$ cat src/rtl/pc_pkg.sv
// Shared types for the program counter unit: sequencing states and next-pc source select.
package pc_pkg;

  typedef enum logic [1:0] {
    BOOT = 2'd0,
    RUN  = 2'd1,
    HALT = 2'd2
  } pc_state_e;

  typedef enum logic [1:0] {
    SEQ = 2'd0,
    BR  = 2'd1,
    JMP = 2'd2,
    RET = 2'd3
  } pc_sel_e;

endpackage

$ cat src/rtl/pc_ras.sv
// Circular return-address stack; a push into a full stack overwrites the oldest entry.
module pc_ras import pc_pkg::*; #(
  parameter int WIDTH = 32,
  parameter int DEPTH = 4
) (
  input  logic             clk,
  input  logic             rst_n,
  input  logic             push,
  input  logic             pop,
  input  logic [WIDTH-1:0] push_data,
  output logic [WIDTH-1:0] top,
  output logic             empty,
  output logic             full
);

  localparam int PW = (DEPTH > 1) ? $clog2(DEPTH) : 1;
  localparam int CW = $clog2(DEPTH + 1);

  logic [WIDTH-1:0] mem [DEPTH];
  logic [PW-1:0]    wp;
  logic [PW-1:0]    tp;
  logic [CW-1:0]    count;

  assign tp    = wp - PW'(1);
  assign top   = mem[tp];
  assign empty = (count == '0);
  assign full  = (count == CW'(DEPTH));

  // Write pointer wraps naturally, so the slot written when full is the oldest one.
  always_ff @(posedge clk or negedge rst_n) begin
    if (!rst_n) begin
      wp    <= '0;
      count <= '0;
    end else if (push) begin
      wp <= wp + PW'(1);
      if (!full) count <= count + CW'(1);
    end else if (pop && !empty) begin
      wp    <= tp;
      count <= count - CW'(1);
    end
  end

  always_ff @(posedge clk) begin
    if (push) mem[wp] <= push_data;
  end

endmodule

$ cat src/rtl/pc_unit.sv
// Fetch program counter with boot/run/halt sequencing, branch/jump/call/return redirects.
// state | meaning
// BOOT  | one cycle after reset, pc held, no fetch
// RUN   | fetching; pc advances or redirects unless stalled
// HALT  | pc held, no fetch, waits for resume
module pc_unit import pc_pkg::*; #(
  parameter int                       WIDTH        = 32,
  parameter int                       INCR         = 4,
  parameter logic [WIDTH-1:0]         RESET_VECTOR = '0,
  parameter int                       RAS_DEPTH    = 4
) (
  input  logic             clk,
  input  logic             rst_n,
  input  logic             stall,
  input  logic             halt,
  input  logic             resume,
  input  logic             br_taken,
  input  logic [WIDTH-1:0] br_offset,
  input  logic             jmp_valid,
  input  logic [WIDTH-1:0] jmp_target,
  input  logic             call,
  input  logic             ret,
  output logic [WIDTH-1:0] pc,
  output logic             pc_valid,
  output logic [WIDTH-1:0] pc_plus,
  output logic             misalign,
  output logic             ras_err
);

  localparam logic [WIDTH-1:0] LOW_MASK = WIDTH'(INCR - 1);

  pc_state_e        state;
  pc_sel_e          sel;
  logic             run_go;
  logic             ras_under;
  logic             bad_align;
  logic [WIDTH-1:0] target;
  logic [WIDTH-1:0] next_pc;
  logic             ras_push;
  logic             ras_pop;
  logic [WIDTH-1:0] ras_top;
  logic             ras_empty;
  logic             ras_full;

  assign pc_plus = pc + WIDTH'(INCR);
  assign run_go  = (state == RUN) && !stall;

  always_comb begin
    sel       = SEQ;
    ras_under = 1'b0;
    if (jmp_valid)                sel = JMP;
    else if (ret && !ras_empty)   sel = RET;
    else if (ret)                 ras_under = 1'b1;
    else if (br_taken)            sel = BR;

    case (sel)
      JMP:     target = jmp_target;
      RET:     target = ras_top;
      BR:      target = pc + br_offset;  // two's complement wraps to a signed offset
      default: target = pc_plus;
    endcase

    bad_align = (sel != SEQ) && ((target & LOW_MASK) != '0);
    next_pc   = target & ~LOW_MASK;
  end

  assign ras_push = run_go && jmp_valid && call;
  assign ras_pop  = run_go && (sel == RET);

  pc_ras #(
    .WIDTH (WIDTH),
    .DEPTH (RAS_DEPTH)
  ) u_ras (
    .clk       (clk),
    .rst_n     (rst_n),
    .push      (ras_push),
    .pop       (ras_pop),
    .push_data (pc_plus),
    .top       (ras_top),
    .empty     (ras_empty),
    .full      (ras_full)
  );

  always_ff @(posedge clk or negedge rst_n) begin
    if (!rst_n) begin
      state    <= BOOT;
      pc       <= RESET_VECTOR;
      pc_valid <= 1'b0;
      misalign <= 1'b0;
      ras_err  <= 1'b0;
    end else begin
      misalign <= 1'b0;
      ras_err  <= 1'b0;
      case (state)
        BOOT: begin
          state    <= RUN;
          pc_valid <= 1'b1;
        end
        RUN: begin
          if (!stall) begin
            pc       <= next_pc;
            misalign <= bad_align;
            ras_err  <= ras_under && !ras_full;
            if (halt) begin
              state    <= HALT;
              pc_valid <= 1'b0;
            end
          end
        end
        HALT: begin
          if (resume) begin
            state    <= RUN;
            pc_valid <= 1'b1;
          end
        end
        default: begin
          state    <= BOOT;
          pc_valid <= 1'b0;
        end
      endcase
    end
  end

endmodule

$ cat config.mk
export PLATFORM = sky130hd
export DESIGN_NAME = pc_unit
export DESIGN_NICKNAME = d
export VERILOG_FILES = /design/src/rtl/pc_pkg.sv /design/src/rtl/pc_ras.sv /design/src/rtl/pc_unit.sv
export SDC_FILE = /design/constraint.sdc
export NUM_CORES = 1
export LEC_CHECK = 0
export CAP_MARGIN = 20
export CELL_PAD_IN_SITES_DETAIL_PLACEMENT = 1
export CELL_PAD_IN_SITES_GLOBAL_PLACEMENT = 1
export CORE_AREA = 4 4 151 153
export DETAILED_ROUTE_END_ITERATION = 16
export DIE_AREA = 0 0 155 157
export PLACE_DENSITY = 0.84
export SETUP_SLACK_MARGIN = 0.5
export SLEW_MARGIN = 5
export SYNTH_ARGS = -nofsm -noshare
export SYNTH_HDL_FRONTEND = slang
export SYNTH_SLANG_ARGS = --single-unit
$ cat constraint.sdc
create_clock -name clk -period 3.8 [get_ports clk]
set_clock_uncertainty 0.2 [all_clocks]
set_input_delay 0.38 -clock clk [delete_from_list [all_inputs] [get_ports clk]]
set_output_delay 0.38 -clock clk [all_outputs]
set_load 0.02 [all_outputs]
==> results of run 1 <==
[power groups by stage]
stage	logic, uW	registers (uW)	clock network (uW)
2_1_floorplan	2580	2700	0
3_3_place_gp	4310	2570	0
3_5_place_dp	4420	2570	0
4_1_cts	4560	2580	1780
5_1_grt	5020	2610	1870
6_report	4690	2590	1770
[layout by cell type (no fill, tap or decap), drive strengths merged, types with 30 or more instances in the layout]
cell type      instances
mux4                  30
a21oi                 80
o21ai                 48
nand3                 39
inv                   31
nand2                 67
xnor2                 35
ha                    34
edfxtp               120
buf                   59
nor2                  39
clkdlybuf4s50        114
dfrtp                 39
[through the flow]
stage	instances	hold WS [ns]	util [%]	setup WS [ns]	power [uW]
after floorplan	832	-0.1156	-	0.5053	5282
after global placement	1240	0.3398	51.58	0.3597	6878
after detailed placement	1240	0.3458	51.58	0.2270	6993
after CTS	1278	0.3550	55.36	0.3359	8922
after global routing	1285	0.1607	56.07	0.3828	9505
final	1285	0.1338	56.07	0.5065	9051
[timing repair]
action | CTS | global route
hold endpoints to repair | 39 | 0
hold buffers | 1 | 0
gates resized for setup | 58 | 23
pin swaps | 5 | 4
buffers inserted | 5 | 6
setup endpoints to repair | 24 | 19
[routing by layer]
layer	track usage, %	wire [um]	vias up
met5	0	20	-
met4	11.35	1401	2
met3	5.554	2205	92
met2	47.11	16830	388
met1	33.99	13270	4144
li1	-	-	3517
[worst max-delay path, stage by stage (launching register included)]
cell and delay [ns]:
dfrtp_2 0.46, ha_4 0.19, nand2_1 0.12, nor3_4 0.26
and2_4 0.28, nand3_1 0.20, xnor2_2 0.30, dlygate4sd2_1 0.47
[final cells by class]
| class | count | share of cell area [%] |
|---|---|---|
| inverters | 28 | 0.8697 |
| clock buffers | 18 | 3.551 |
| repair buffers | 193 | 14.77 |
| multi-input cells | 593 | 38.54 |
| clock inverters | 14 | 1.367 |
| flip-flops and latches | 159 | 38.00 |
| well taps | 280 | 2.899 |
[how the worst min path moves through the flow]
stage	start	end
4_1_cts	state[1]	state[0]
3_3_place_gp	state[1]	state[0]
2_1_floorplan	rst_n	misalign
6_report	rst_n	state[0]
5_1_grt	rst_n	state[0]
3_5_place_dp	state[1]	state[0]
[flip-flops by register name, summed over array words and instances, names as in the netlist]
register	count
u_ras.count	3
u_ras.wp	2
ras_err	1
state	2
misalign	1
pc	30
u_ras.mem	120
[cells by family (layout without fill, tap and decap cells)]
family          after synthesis  count (layout)  synth area share (%)
compound gates              245             245                 17.04
simple gates                231             231                 13.24
flops                       159             159                 49.19
buf+inv                      80             253                 3.709
xor+xnor                     42              42                 3.951
fa+ha+maj                    36              36                 4.999
mux                          35              35                 7.835
other cells                   1               4               0.04028
==> run summary, run 1 <==
GRT Util Overall - 27.44%
Final min period - 3.293 ns
DIE WIDTH - 155 um
Power per cell area - 748.9 mW/mm^2
Post-synth top area cell - edfxtp_1
Crit path max fanout - 8
Post-route ant nets - 0
Row count - 54
Area grow syn2layout - 29.81%
Max IR drop VDD - 356.2 uV
Setup repair after global routing missed its margin - yes
Slew Limit Fails - 0
Top Ports - 140
Crit Path Class - flop to output pin
Drt drc - 0
Seq/Total Area, Yosys - 49.19%
Total congestion overflow - 0
Number of synthesized flops with an enable pin - 120
Number of fill cells - 2,249
Critical Path RT - 3.22 ns
Post-DP Area - 0.01112 mm^2
Drt pass-1 iters - 5
CTS root buffer - clkbuf_16
Die Footprint - 0.02434 mm^2
MaxCap Viol Count - 0
Outcome - completed
Diode count - 0
Setup crit start kind - flop
Drt wl/cell - 26.25 um
FF/Latch Area - 0.004592 mm^2
Internal power - 5301 uW
Crit path capture - pc_plus[20]
Setup crit start - pc[2]
Initial antenna violation count - 1
Most frequent cell after synthesis - edfxtp_1
Ys Warns - 0
Fin nets - 1,101
Synth cell types - 80
Top cells by area, synth - edfxtp_1 (39%), dfrtp_1 (10%), mux4_2 (7.3%)
Reg-to-reg slack, setup - 0.61 ns
Switching power share of the total - 41.44%
Crit path capture type - output pin
Total number of vias - 8,143
Die Span Y - 157 um
DRT Wirelength - 33.73 mm
Crit path DAT - 2.71 ns
Slew @ Worst Pin - 0.7885 ns
# clock sinks - 159
CTS max path bufs - 2
Share of cells above drive strength 1 - 19.10%
Yosys top cell area share - 38.70%
Synthesized area - 0.009310 mm^2
Gate power share - 51.9%
Psw - 3751 uW
Leakage - 0.004453 uW
Setup violations, final - 0
Hold crit path type - input pin to asynchronous set/reset pin
Tcrit/Tclk final - 86.67%
Core Region - 0.02155 mm^2
Clock transition at the registers of the reported paths - 0.07 ns
Mapped Cells - 829
Hold Vio Cnt, Final - 0
Number of global-route vias before repair - 8,555
Wire length of the first global-routing pass - 50.93 mm
Design area - 0.01209 mm^2
Fin Setup TNS - 0 ns
Peak Freq - 0.3036 GHz
RR Startpoint - pc[2]
Top cells by count, synth - edfxtp_1 (120), a21oi_1 (77), nand2_1 (67)
Number of synthesized register bits - 159
Async set or reset register ratio after synthesis - 24.53%
TritonCTS buffer count - 17
Vias per std cell - 6.337
Initial Util - 43.20%
DRT iter0 DRCs - 706
Sequential power share - 28.6%
CTS tree - done
Ys flop type - edfxtp_1
Detailed placer's ending HPWL - 22.77 mm
Port buffer count - 135
Max_slew headroom - 46.76%
Avg Cell Area, Syn - 11.23 um^2
Reg-to-reg endpoint - pc[30]
Worst-skew pair later-pin latency - 0.43 ns
Area of the multi-input gates - 0.004658 mm^2
Power share of the clock group - 19.5%
Worst r2r path cells - 10
Largest net degree at the start of global routing - 41
Htree depth - 4
Final GP Congestion - 0.9403
Note: power is estimated with default switching activity, not from simulation.
==> run 2: changes to the inputs <==
Settings changed: CTS_CLUSTER_SIZE set to 12.
==> results of run 2 <==
The final DEF is identical to that of run 1; final timing and power are the same.
